**src/rtl/fifo_ram_pkg.sv**
```systemverilog
// Shared types and default sizing for the register-array FIFO.
package fifo_ram_pkg;

   localparam int unsigned FIFO_WIDTH_DEF = 8;
   localparam int unsigned FIFO_DEPTH_DEF = 16;

   // Accepted-operation kind for one edge, encoded as {write, read}
   typedef enum logic [1:0] {
      OP_IDLE = 2'b00,
      OP_RD   = 2'b01,
      OP_WR   = 2'b10,
      OP_BOTH = 2'b11
   } fifo_op_e;

endpackage : fifo_ram_pkg

```
**src/rtl/fifo_ram_mem.sv**
```systemverilog
// DEPTH x WIDTH register array: synchronous write port, asynchronous read port.
module fifo_ram_mem
   import fifo_ram_pkg::*;
#(
   parameter int unsigned WIDTH = FIFO_WIDTH_DEF,
   parameter int unsigned DEPTH = FIFO_DEPTH_DEF,
   localparam int unsigned ADDR_WIDTH = $clog2(DEPTH)
) (
   input  logic                  clk,
   input  logic                  wr_en,
   input  logic [ADDR_WIDTH-1:0] wr_addr,
   input  logic [WIDTH-1:0]      wr_data,
   input  logic [ADDR_WIDTH-1:0] rd_addr,
   output logic [WIDTH-1:0]      rd_data
);

   logic [WIDTH-1:0] mem [DEPTH];

   // Storage is intentionally not reset; occupancy tracking makes stale words invisible
   always_ff @(posedge clk) begin
      if (wr_en) begin
         mem[wr_addr] <= wr_data;
      end
   end

   // Head word is read combinationally so it is valid in the popping cycle
   assign rd_data = mem[rd_addr];

endmodule : fifo_ram_mem

```
**src/rtl/fifo_ram.sv**
```systemverilog
// Single-clock first-word-fall-through FIFO with full/empty flags and occupancy count.
module fifo_ram
   import fifo_ram_pkg::*;
#(
   parameter int unsigned WIDTH = FIFO_WIDTH_DEF,
   parameter int unsigned DEPTH = FIFO_DEPTH_DEF,
   localparam int unsigned ADDR_WIDTH = $clog2(DEPTH)
) (
   input  logic                  i_clk,
   input  logic                  i_rst,
   input  logic [WIDTH-1:0]      i_wr_data,
   input  logic                  i_wr_en,
   input  logic                  i_rd_en,
   output logic [WIDTH-1:0]      o_rd_data,
   output logic                  o_empty,
   output logic                  o_full,
   output logic [ADDR_WIDTH:0]   o_count
);

   localparam int unsigned CNT_WIDTH = ADDR_WIDTH + 1;

   logic [ADDR_WIDTH-1:0] wr_ptr;
   logic [ADDR_WIDTH-1:0] rd_ptr;
   logic [CNT_WIDTH-1:0]  count;
   logic                  wr_accept;
   logic                  rd_accept;
   fifo_op_e              op;

   // Flags decode from the registered count, so acceptance sees pre-edge state
   always_comb begin
      o_empty   = (count == '0);
      o_full    = (count == CNT_WIDTH'(DEPTH));
      wr_accept = i_wr_en & ~o_full;
      rd_accept = i_rd_en & ~o_empty;
      op        = fifo_op_e'({wr_accept, rd_accept});
   end

   assign o_count = count;

   // Pointers and occupancy; pointers wrap naturally at the power-of-two depth
   always_ff @(posedge i_clk or negedge i_rst) begin
      if (!i_rst) begin
         wr_ptr <= '0;
         rd_ptr <= '0;
         count  <= '0;
      end else begin
         if (wr_accept) begin
            wr_ptr <= wr_ptr + ADDR_WIDTH'(1);
         end
         if (rd_accept) begin
            rd_ptr <= rd_ptr + ADDR_WIDTH'(1);
         end
         case (op)
            OP_WR:   count <= count + CNT_WIDTH'(1);
            OP_RD:   count <= count - CNT_WIDTH'(1);
            default: count <= count;
         endcase
      end
   end

   fifo_ram_mem #(
      .WIDTH (WIDTH),
      .DEPTH (DEPTH)
   ) u_mem (
      .clk     (i_clk),
      .wr_en   (wr_accept),
      .wr_addr (wr_ptr),
      .wr_data (i_wr_data),
      .rd_addr (rd_ptr),
      .rd_data (o_rd_data)
   );

endmodule : fifo_ram

```
**config.mk**
```make
export PLATFORM = sky130hd
export DESIGN_NAME = fifo_ram
export DESIGN_NICKNAME = d
export VERILOG_FILES = /design/src/rtl/fifo_ram_pkg.sv /design/src/rtl/fifo_ram_mem.sv /design/src/rtl/fifo_ram.sv
export SDC_FILE = /design/constraint.sdc
export NUM_CORES = 1
export LEC_CHECK = 0
export CORE_ASPECT_RATIO = 0.5
export CORE_MARGIN = 8
export CORE_UTILIZATION = 57
export CTS_CLUSTER_SIZE = 8
export DETAILED_ROUTE_END_ITERATION = 16
export PLACE_DENSITY = 0.76
export SLEW_MARGIN = 10
export SYNTH_ARGS = -nofsm -noshare
export SYNTH_HDL_FRONTEND = slang
export SYNTH_SLANG_ARGS = --single-unit
```
**constraint.sdc**
```tcl
create_clock -name i_clk -period 4.4 [get_ports i_clk]
set_clock_uncertainty 0.05 [all_clocks]
set_input_delay 0.66 -clock i_clk [delete_from_list [all_inputs] [get_ports i_clk]]
set_output_delay 0.66 -clock i_clk [all_outputs]
set_load 0.005 [all_outputs]
```
==> Word-level counts from Yosys, hierarchy flattened <==
Memory sizes are Yosys's and may differ from the RTL's.
Index checks and enable logic that the tools add are counted.
{ "totals": {"ff_bits": 13, "input_bits": 12, "mem_bits_rw": 128, "memories": 1, "word_cells": 20, "out_inout_bits": 15} }
{ "memory_table": {"columns": ["memory", "words", "width", "rd", "rd_clocked_by_memory_dff", "wr", "line", "rtl"], "rows": [
  ["u_mem.mem", 16, 8, 1, 0, 1, "fifo_ram_mem.sv:17", "logic [WIDTH-1:0] mem [DEPTH];"]
]} }
{ "classes": {"addsub": 4, "muxes": 3, "n_reduce_logical": 2, "n_eq_ne": 3, "bitwise_logic": 4} }
{ "ops": {"columns": ["operator", "count"], "rows": [
  ["one-hot mux 5 bit (2 select lines)", 1],
  ["adder 4 x 1 -> 4 bit, second input constant", 2],
  ["adder 5 x 1 -> 5 bit, second input constant", 1],
  ["equality test 5 bit, second input constant", 1],
  ["zero test 5 bit", 1],
  ["subtractor 5 x 1 -> 5 bit, second input constant", 1],
  ["AND 1 bit", 2],
  ["equality test 2 x 1 -> 1 bit, second input constant", 1],
  ["equality test 2 bit, second input constant", 1],
  ["2-to-1 mux 1 bit", 2],
  ["NOT 1 bit", 2],
  ["nonzero test 2 bit", 1]
]} }

==> Depth between registers and ports, before layout <==
Gate-level depths: netlist (run 1).
{ "logic_depth": {"depth_word": 5, "depth_mapped": 13, "depth_no_buf": 12} }

==> Modules after synthesis <==
A second synthesis (run 1) with hierarchy kept.
{ "hier_totals": {"cells_unflattened": 292, "area_unflattened_um2": 5775.5} }
{ "modules_own_cells": {"columns": ["mod", "cells_each", "area_each_um2", "instances", "seq_area_each_um2"], "rows": [
  ["fifo_ram_mem", 221, 4987.3, 1, 3843.7],
  ["fifo_ram", 71, 788.3, 1, 325.3]
]} }

==> Least setup slack after synthesis (run 1) <==
OpenSTA, ideal clock, no wires.
{ "synth_timing": {"path_kind": "register -> register", "startpoint": "reg count[1], in the netlist o_count[1]", "endpoint": "reg count[4], in the netlist o_count[4]", "arrival_ns": 2.544, "setup_time_ns": 0.124, "period_less_slack_ns": 2.717, "stages_incl_launch_ff": 14, "setup_slack_ns": 1.683, "t_required_ns": 4.226, "n_path_buf": 1, "path_cell_list": "dfrtp_1 > nor4_2 > nand2_1 > and2_1 > buf_2 > inv_1 > ha_1 > inv_1 > fa_1 > nor2b_1 > o21ai_0 > nand3_1 > or3b_1 > xnor2_1"} }
{ "synth_between": {"elab_chain_len": 5, "word_cells_on_any_way": 12, "classes_between": "add/sub (2); eq/ne (3); mux (1); bitwise (4); reduce/logical (2)"} }
{ "synth_rtl": {"columns": ["element", "line", "rtl"], "rows": [
  ["start, declared", "fifo_ram.sv:24", "logic [CNT_WIDTH-1:0] count;"],
  ["start signal, assigned", "fifo_ram.sv:54", "OP_WR: count <= count + CNT_WIDTH'(1);"],
  ["start signal, assigned", "fifo_ram.sv:55", "OP_RD: count <= count - CNT_WIDTH'(1);"],
  ["start signal, assigned", "fifo_ram.sv:56", "default: count <= count;"],
  ["equality test 5 bit or zero test 5 bit (tied branches)", "fifo_ram.sv:32, fifo_ram.sv:31", null],
  ["NOT 1 bit, on equally long branches", "fifo_ram.sv:33, fifo_ram.sv:34", null],
  ["AND 1 bit, on equally long branches", "fifo_ram.sv:33, fifo_ram.sv:34", null],
  ["equality test 2 x 1 -> 1 bit or equality test 2 bit (tied branches)", "fifo_ram.sv:53", "case (op)"],
  ["one-hot mux 5 bit (2 select lines) or nonzero test 2 bit (tied branches)", null, null]
]} }
Parallel ways exist; a longest one is shown, timed or not.
A chain may end at the register's enable or synchronous reset.

==> Worst setup path after layout (run 1) <==
{ "layout_timing": {"startpoint": "reg rd_ptr[1]", "endpoint": "out o_rd_data[5]"} }
{ "layout_between": {"elab_chain_len": 1} }
{ "layout_rtl": {"columns": ["element", "line", "rtl"], "rows": [
  ["start, declared", "fifo_ram.sv:23", "logic [ADDR_WIDTH-1:0] rd_ptr;"],
  ["start signal, assigned", "fifo_ram.sv:51", "rd_ptr <= rd_ptr + ADDR_WIDTH'(1);"],
  ["memory read (16 x 8 bit)", null, null],
  ["end, declared", "fifo_ram.sv:14", "output logic [WIDTH-1:0] o_rd_data,"]
]} }
Every way passes these cells.

==> results of run 1 <==
-- sequential cells by signal, summed over array words and instances (netlist names) --
register,flops
o_count,5
u_mem.mem,128
rd_ptr,4
wr_ptr,4
-- per-stage QoR --
| step | setup WS, ns | instance area, sq um | util | std cells |
|---|---|---|---|---|
| floorplan | 1.68 | 5780 | - | 332 |
| global route | 0.455 | 6750 | 0.674 | 518 |
| detailed placement | 1.02 | 6140 | 0.613 | 486 |
| CTS | 0.687 | 6750 | 0.674 | 518 |
| global placement | 1.22 | 6140 | 0.613 | 486 |
| finish | 0.687 | 6750 | 0.674 | 518 |
-- cells in the final DEF, fill, tap and decap left out, drive strengths merged --
master	instances
xnor2	7
nand4	1
nor4	1
a221oi	8
a21oi	10
dfrtp	13
edfxtp	128
a21o	1
clkinv	9
mux4	16
nand2	19
and2b	1
nand3	2
mux2i	25
ha	9
clkinvlp	1
bufinv	4
nor3	4
nor2b	3
mux2	9
inv	8
and2	2
fa	1
xor2	3
buf	6
o21ai	20
nand2b	2
clkbuf	18
a22oi	8
nor2	12
or3b	1
clkdlybuf4s50	26
-- where the power goes --
part / leakage, nW / internal [mW] / switching (mW)
registers: 1.31 / 1.65 / 0.231
logic: 0.748 / 0.680 / 0.641
clock network: 0.294 / 0.937 / 0.522
total: 2.35 / 3.27 / 1.39
-- routing by layer --
layer / GRT usage / vias up / share of wire
met3: 0.0668 / 22 / 0.078
met5: 0 / - / 0
li1: - / 1360 / -
met2: 0.276 / 153 / 0.48
met4: 0.0739 / 0 / 0.019
met1: 0.230 / 1567 / 0.42
-- path summary, 6_finish.rpt --
| path | to | slack [ns] | cells past startpoint |
|---|---|---|---|
| hold reg to reg | o_count[4] | 0.48 | 1 |
| setup reg to reg | o_count[4] | 1.35 | 12 |
| max in group asynchronous | rd_ptr[0] | 3.37 | 1 |
| hold / removal | o_count[4] | 0.48 | 1 |
| setup / recovery | o_rd_data[5] | 0.69 | 6 |
| min in group asynchronous | rd_ptr[1] | 0.54 | 1 |
-- worst max-delay path, cell delays in order, from the launching register on --
cell	delay (ns)
dfrtp_1	0.92
nor2b_1	0.11
buf_4	0.24
a221oi_1	0.50
a22oi_1	0.20
nand2_1	0.10
clkdlybuf4s50_1	0.51
-- cell type report --
class / count / area, sq um
Multi-Input combinational cell: 165 / 1450
Inverter: 8 / 30.0
Fill cell: 682 / 3270
Sequential cell: 141 / 4170
Timing Repair Buffer: 32 / 318
Clock inverter: 14 / 175
Clock buffer: 18 / 429
Tap cell: 140 / 175
-- cell families after synthesis --
kind of cell	count (synthesis)	share of synthesized area
flops	141	0.721
mux	50	0.124
simple gates	48	0.0394
compound gates	47	0.0498
buf+inv	26	0.0275
xor+xnor	10	0.0152
fa+ha+maj	10	0.0229
==> out/metrics.yaml, run 1 <==
sta:
  period_minus_slack_ns: 3.71
  setup_viol_count_final: 0
  fmax_mhz: 269
  tightest_slew_ns: 0.932
  holdWs_ns: 0.480
  slew-limit-headroom: 0.376
  fin_tns_setup_ns: 0
  hold_viol_final: 0
  grt_setup_unrepaired: "false"
  final-max-slew-violation-count: 0
  period_share: 0.844
cts:
  post-cts-setup-buffers: 0
  cts_root_buf: "clkbuf_16"
  cts_sinks: 141
  cts_buffers: 17
  cts_max_path_buffers: 2
  clk_pin_slew_worst_paths_ns: 0.06
  htreeDepth: 4
  hold_buffers: 0
  tritoncts: "yes"
  cts_resized: 0
  clkLatencyLatePin_ns: 0.42
power:
  total_power_mw: 4.66
  max-vdd-ir-drop_mv: 0.319
  p_leak_nw: 2.35
  pwr_density_cell_mw_per_mm2: 691
floorplanning:
  die-area_sq_mm: 0.0138
  ios: 27
  rows: 26
  core_sq_mm: 0.0100
  start_util: 0.577
  die-width_um: 158
  die_h_um: 87.2
critical_path:
  cp-end-kind: "output pin"
  worstPathMaxFanout: 21
  crit_type: "register to output pin"
  arrival_ns: 3.00
  crit_start: "rd_ptr[1]"
  critPathRequiredTime_ns: 3.69
  start_kind: "register"
  r2r_start: "o_count[1]"
route:
  drt_drc_violations_left: 0
  drtIter0Drc: 250
  dr.pass1.iters: 5
  ant_nets: 0
  vias: 3102
  wl_mm: 11.5
  drt-vias-per-instance: 5.99
  wl_per_cell_um: 22.3
logic_synthesis:
  netlist.area_leader.share: 0.665
  syn_area_sq_mm: 0.00578
  ys_warn_count: 0
  yosys.area.top_type: "edfxtp_1"
  synth_nets: 354
  synthArstFlopShare: 0.0922
  synth_edf_count: 128
  synth_seq_cells: 141
  synth_most_common_cell: "edfxtp_1"
  syn_avg_cell_area_sq_um: 17.4
  synth-main-ff-cell: "edfxtp_1"
  ys_types: 33
  synth_area_leaders: "edfxtp_1 (67%), mux4_2 (6.2%), dfrtp_1 (5.6%)"
  syn_inst: 332
  synthTopCellsByCount: "edfxtp_1 (128), mux2i_1 (25), o21ai_0 (20), nand2_1 (18), mux4_2 (16)"
  yosysSeqAreaShare: 0.721
placed_design:
  gp_congestion: 0.834
  port_buffers: 26
  dp_hpwl_mm: 7.34
flow_run:
  drv_cap: 0
run_status:
  status: "finished, final reports clean"
global_routing:
  grt_max_degree: 31
  antenna_found_initial: 0
  grt_pass1_vias: 3205
  grt_pass1_wl_mm: 17.8
  gr-usage-all-layers: 0.180
  grt_overflow_total: 0
cells_and_area:
  drive_gt1_frac: 0.161
  final_nets: 387
  num_antenna_cells: 0
  area_growth_pct: 16.8
worst_hold_path:
  min_path_type: "register to register"
  hold_start: "o_count[4]"
No activity file was read; power rests on OpenSTA's default activity.
==> run 2, diff against run 1 <==
CORE_UTILIZATION = 54   (was 57)
PLACE_DENSITY = 0.75   (was 0.76)
clock period = 3.4 ns   (was 4.4 ns; I/O delays follow)
==> out/metrics.yaml, run 2 (synthesized netlist as in run 1, its figures left out) <==
global_routing:
  gr-usage-all-layers: 0.178  # -0.00215
  antenna_found_initial: 0  # unchanged
  grt_pass1_vias: 3260  # +1.7%
  grt_pass1_wl_mm: 18.7  # +4.8%
  grt_max_degree: 32  # +3.2%
  grt_overflow_total: 0  # unchanged
sta:
  grt_setup_unrepaired: "false"
  setup_ws_ns: 0.187  # -0.500 ns
  period_minus_slack_ns: 3.21
  period_share: 0.945
  setup_viol_count_final: 0  # unchanged
  fin_tns_setup_ns: 0  # unchanged
  slew-limit-headroom: 0.395  # +0.0181
  tightest_slew_ns: 0.905  # -0.0271 ns
  final-max-slew-violation-count: 0  # unchanged
  hold_viol_final: 0  # unchanged
  fmax_mhz: 311
cts:
  cts_resized: 1  # +1
  post-cts-setup-buffers: 0  # unchanged
  clk_pin_slew_worst_paths_ns: 0.06  # about the same
  clkLatencyLatePin_ns: 0.41  # about the same
  hold_buffers: 0  # unchanged
  cts_max_path_buffers: 2  # unchanged
  cts_root_buf: "clkbuf_16"
  cts_buffers: 17  # unchanged
  cts_sinks: 141  # unchanged
  htreeDepth: 4  # unchanged
  tritoncts: "yes"
critical_path:
  critPathBufInv: 2  # unchanged
  cpPeakStageDelay_ns: 0.52  # -0.40 ns
  cp-end-kind: "output pin"
  crit_family: "buffers and inverters"
  arrival_ns: 2.65  # -0.35 ns
  critPathRequiredTime_ns: 2.84  # -0.85 ns
  crit_type: "register to output pin"
  worstPathMaxFanout: 20  # -4.8%
  slowest_stage: "a221oi_1"
  start_kind: "register"
  crit_chain: "buf_4, and2_1, a221oi_1, a22oi_1, nand2_1, clkdlybuf4s50_1"
floorplanning:
  rows: 26  # unchanged
  ios: 27  # unchanged
  die_h_um: 89.2  # +2.2%
  die-area_sq_mm: 0.0145  # +4.8%
  core_sq_mm: 0.0103  # +2.9%
  start_util: 0.560  # -0.0164
  die-width_um: 162  # +2.5%
cells_and_area:
  num_antenna_cells: 0  # unchanged
  largest_reg_flops: 128  # unchanged
  drive_gt1_frac: 0.190  # +0.0284
  fin_util: 0.665  # -0.00893
  top_register: "u_mem.mem"
  final_nets: 399  # +3.1%
  stdcell_count: 530  # +2.3%
  n_fill_cell: 658  # -3.5%
  final_common_cell: "edfxtp_1"
  area_growth_pct: 18.6
  final_cell_mix: "edfxtp_1 (128), clkdlybuf4s50_1 (26), mux2i_1 (25), o21ai_0 (20), nand2_1 (18)"
flow_run:
  drv_cap: 0  # unchanged
power:
  switching_share: 0.300  # +0.00107
  power_switching_mw: 1.84  # +32%
  p_leak_nw: 2.42  # +2.9%
  comb_power_share: 0.315  # +0.031
  p_int_mw: 4.28  # +31%
  p_seq_frac: 0.378  # -0.025
  power_frac_clock: 0.307  # -0.006
  pwr_density_cell_mw_per_mm2: 893  # +29%
  max-vdd-ir-drop_mv: 0.545  # +71%
placed_design:
  dp_slack_ns: 0.386  # -0.637 ns
  gp_congestion: 0.835  # +0.18%
  dp_hpwl_mm: 8.16  # +11%
  port_buffers: 26  # unchanged
  place_inst: 498  # +2.5%
route:
  wl_per_cell_um: 22.8  # +2.4%
  drtIter0Drc: 262  # +4.8%
  ant_nets: 0  # unchanged
  wl_mm: 12.1  # +4.8%
  vias: 3185  # +2.7%
  drt-vias-per-instance: 6.01  # +0.35%
  dr.pass1.iters: 6  # +1
  drt_drc_violations_left: 0  # unchanged
worst_hold_path:
  min_path_type: "primary input to async pin"
run_status:
  status: "finished, final reports clean"
==> run 2: final timing paths <==
kind / end / slack (ns) / cells after the start / start
max: o_rd_data[4] / 0.19 / 6 / rd_ptr[1]
min: o_count[2] / 0.46 / 1 / i_rst
max reg2reg: o_count[4] / 0.59 / 12 / o_count[0]
min reg2reg: o_count[4] / 0.49 / 1 / o_count[4]
max in group asynchronous: rd_ptr[0] / 2.38 / 1 / i_rst
min in group i_clk: o_count[4] / 0.49 / 1 / o_count[4]
==> run 2: power groups by stage <==
stage          Clock (mW)  Combinational [mW]  Sequential (mW)
2_1_floorplan           0                1.30             2.25
3_3_place_gp            0                1.85             2.31
3_5_place_dp            0                1.92             2.34
4_1_cts              1.89                1.93             2.31
5_1_grt              1.98                2.09             2.33
6_report             1.88                1.93             2.31
==> run 2: stage by stage <==
stage / instance area (sq um) / hold WS (ns) / power (mW)
finish: 6850 / 0.457 / 6.12
global route: 6850 / 0.515 / 6.40
CTS: 6850 / 0.476 / 6.13
detailed placement: 6250 / 0.488 / 4.26
floorplan: 5780 / 0.164 / 3.55
global placement: 6250 / 0.462 / 4.16
==> run 2: per-layer routing <==
metal  vias to the layer above  wire length, um  track usage
met5                         -                0            0
met4                         0              246       0.0817
met3                        22             1060       0.0533
met2                       163             5550        0.270
met1                      1618             5240        0.236
li1                       1382                -            -
==> run 2: cell type report <==
class / instances / area (sq um) / share of cell area
Clock buffer: 18 / 429 / 0.0626
Inverter: 8 / 30.0 / 0.00438
Sequential cell: 141 / 4170 / 0.608
Timing Repair Buffer: 44 / 420 / 0.0613
Tap cell: 140 / 175 / 0.0256
Multi-Input combinational cell: 165 / 1450 / 0.212
Clock inverter: 14 / 175 / 0.0256
==> run 3, diff against run 2 <==
CELL_PAD_IN_SITES_DETAIL_PLACEMENT = 1   (was not set)
CELL_PAD_IN_SITES_GLOBAL_PLACEMENT = 2   (was not set)
CORE_UTILIZATION = 41   (was 54)
==> out/metrics.yaml, run 3 (synthesized netlist as in run 1, its figures left out) <==
run_status:
  status: "finished, final reports clean"
critical_path:
  crit_family: "buffers and inverters"
  r2r_start: "o_count[1]"
  critPathBufInv: 2  # unchanged
  crit_chain: "buf_12, mux2_2, o21ai_0, a21oi_1, o21ai_0, nand2_1, clkdlybuf4s50_1"
  worst_path_most_repeated_cell: "o21ai_0"
  worst-path-stages: 7  # +1
  arrival_ns: 2.67  # +0.02 ns
  r2r_end: "o_count[4]"
  worstPathMaxFanout: 24  # +20%
  crit_start: "rd_ptr[0]"
  cp-endpoint: "o_rd_data[5]"
  slowest_stage: "dfrtp_4"
  start_kind: "register"
  crit_type: "register to output pin"
  r2r_cells: 12  # unchanged
  reg2reg_slack_ns: 0.54  # -0.05 ns
  cp-end-kind: "output pin"
  critPathRequiredTime_ns: 2.84  # about the same
  cpPeakStageDelay_ns: 0.58  # +0.06 ns
cells_and_area:
  drive_gt1_frac: 0.186  # -0.00418
  n_fill_cell: 1295  # +97%
  top_register: "u_mem.mem"
  final_cell_mix: "edfxtp_1 (128), clkdlybuf4s50_1 (26), mux2i_1 (25), o21ai_0 (20), nand2_1 (18)"
  fin_util: 0.502  # -0.163
  final_common_cell: "edfxtp_1"
  largest_reg_flops: 128  # unchanged
  final_cell_area_sq_mm: 0.00686  # about the same
  multi_input_area_sq_mm: 0.00145  # unchanged
  num_antenna_cells: 0  # unchanged
  area_growth_pct: 18.7  # about the same
  regArea_sq_mm: 0.00417  # about the same
  final_nets: 400  # +0.25%
sta:
  tightest_slew_ns: 1.11  # +0.200 ns
  setup_viol_count_final: 0  # unchanged
  slew-limit-headroom: 0.261  # -0.134
  fin_tns_setup_ns: 0  # unchanged
  final-max-slew-violation-count: 0  # unchanged
  hold_viol_final: 0  # unchanged
  fmax_mhz: 309  # -0.58%
  period_share: 0.951  # +0.00556
  grt_setup_unrepaired: "false"
  period_minus_slack_ns: 3.23  # +0.0189 ns
global_routing:
  grt_overflow_total: 0  # unchanged
  grt_pass1_wl_mm: 19.7  # +5.3%
  gr-usage-all-layers: 0.146  # -0.0321
  grt_max_degree: 25  # -22%
  antenna_found_initial: 0  # unchanged
  grt_pass1_vias: 3305  # +1.4%
cts:
  clk_pin_slew_worst_paths_ns: 0.05  # about the same
  post-cts-setup-buffers: 0  # unchanged
  htreeDepth: 4  # unchanged
  tritoncts: "yes"
  clkLatencyLatePin_ns: 0.40  # about the same
  cts_max_path_buffers: 2  # unchanged
  cts_sinks: 141  # unchanged
  hold_buffers: 0  # unchanged
  cts_root_buf: "clkbuf_16"
  cts_buffers: 17  # unchanged
floorplanning:
  die-width_um: 184  # +13%
  die_h_um: 100  # +12%
  core_sq_mm: 0.0137  # +32%
  ios: 27  # unchanged
  start_util: 0.423  # -0.137
  rows: 30  # +15%
  die-area_sq_mm: 0.0184  # +27%
route:
  met3_length_um: 488  # -54%
  wl_met2_mm: 6.44  # +16%
  wl_mm: 12.8  # +5.8%
  drt_drc_violations_left: 0  # unchanged
  wl_per_cell_um: 22.1  # -3.3%
  ant_nets: 0  # unchanged
  routed.top_layer: "met4"
  wl_met1_mm: 5.70  # +8.8%
  drt-vias-per-instance: 5.28  # -12%
  dr.pass1.iters: 4  # -2
  drtIter0Drc: 275  # +5.0%
  vias: 3063  # -3.8%
power:
  p_leak_nw: 2.39  # -1.3%
  max-vdd-ir-drop_mv: 0.409  # -25%
  pwr_density_cell_mw_per_mm2: 868  # -2.8%
flow_run:
  drv_cap: 0  # unchanged
placed_design:
  gp_congestion: 0.738  # -12%
  port_buffers: 26  # unchanged
  dp_hpwl_mm: 8.59  # +5.4%
  place_area_sq_mm: 0.00632  # +1.2%
worst_hold_path:
  min_path_type: "primary input to async pin"
==> run 3: changes by cell type in the layout (fill, tap and decap cells not counted), sizes merged <==
cell,before,now
clkinv,9,6
bufinv,4,2
buf,18,19
clkbuf,18,19
clkinvlp,1,2
==> run 3: where the power goes <==
| part | total, mW | internal (mW) | switching (mW) |
|---|---|---|---|
| Combinational | 1.91 | 0.936 | 0.974 |
| Clock | 1.69 | 1.05 | 0.639 |
| Sequential | 2.35 | 2.14 | 0.214 |
| Total | 5.95 | 4.13 | 1.83 |
==> run 3: final cells by class <==
type,instances,area share
inverters,8,0.00438
well taps,192,0.0350
flip-flops and latches,141,0.608
clock buffers,19,0.0631
clock inverters,10,0.0148
repair buffers,45,0.0624
multi-input cells,165,0.212
==> run 3: worst reg2reg max path, delay by kind of cell (launching register included) <==
family,cells,cell delay (ns)
AO/OA/AOI/OAI,1,0.12
flip-flops,1,0.44
XOR/XNOR,1,0.14
AND/OR/NAND/NOR,6,1.19
adder cells (fa/ha/maj),2,0.63
buffers and inverters,2,0.17
==> run 3: worst min-delay path by stage <==
stage	slack, ns	to
6_report	0.46	wr_ptr[0]
5_1_grt	0.51	o_count[3]
4_1_cts	0.48	o_count[3]
3_5_place_dp	0.53	o_count[4]
3_3_place_gp	0.49	o_count[4]
2_1_floorplan	0.16	o_count[0]
==> run 3: metrics by stage <==
stage | hold slack [ns] | instances | total power [mW] | setup WS [ns]
2_1_floorplan | 0.164 | 332 | 3.55 | 0.683
3_3_place_gp | 0.491 | 551 | 4.21 | 0.539
3_5_place_dp | 0.527 | 551 | 4.31 | 0.426
4_1_cts | 0.478 | 580 | 6.02 | 0.0388
5_1_grt | 0.507 | 580 | 6.25 | 0.0178
6_report | 0.459 | 580 | 5.95 | 0.168
==> run 3: timing repair <==
item / 4_1_cts / 5_1_grt
setup endpoints to repair: 0 / 4
resized for setup: 0 / 2
hold endpoints to repair: 0 / 0
==> run 3: layer usage <==
metal,vias up,track usage
met5,-,0
met4,0,0.0419
met3,16,0.0429
met2,60,0.247
met1,1604,0.181
li1,1383,-
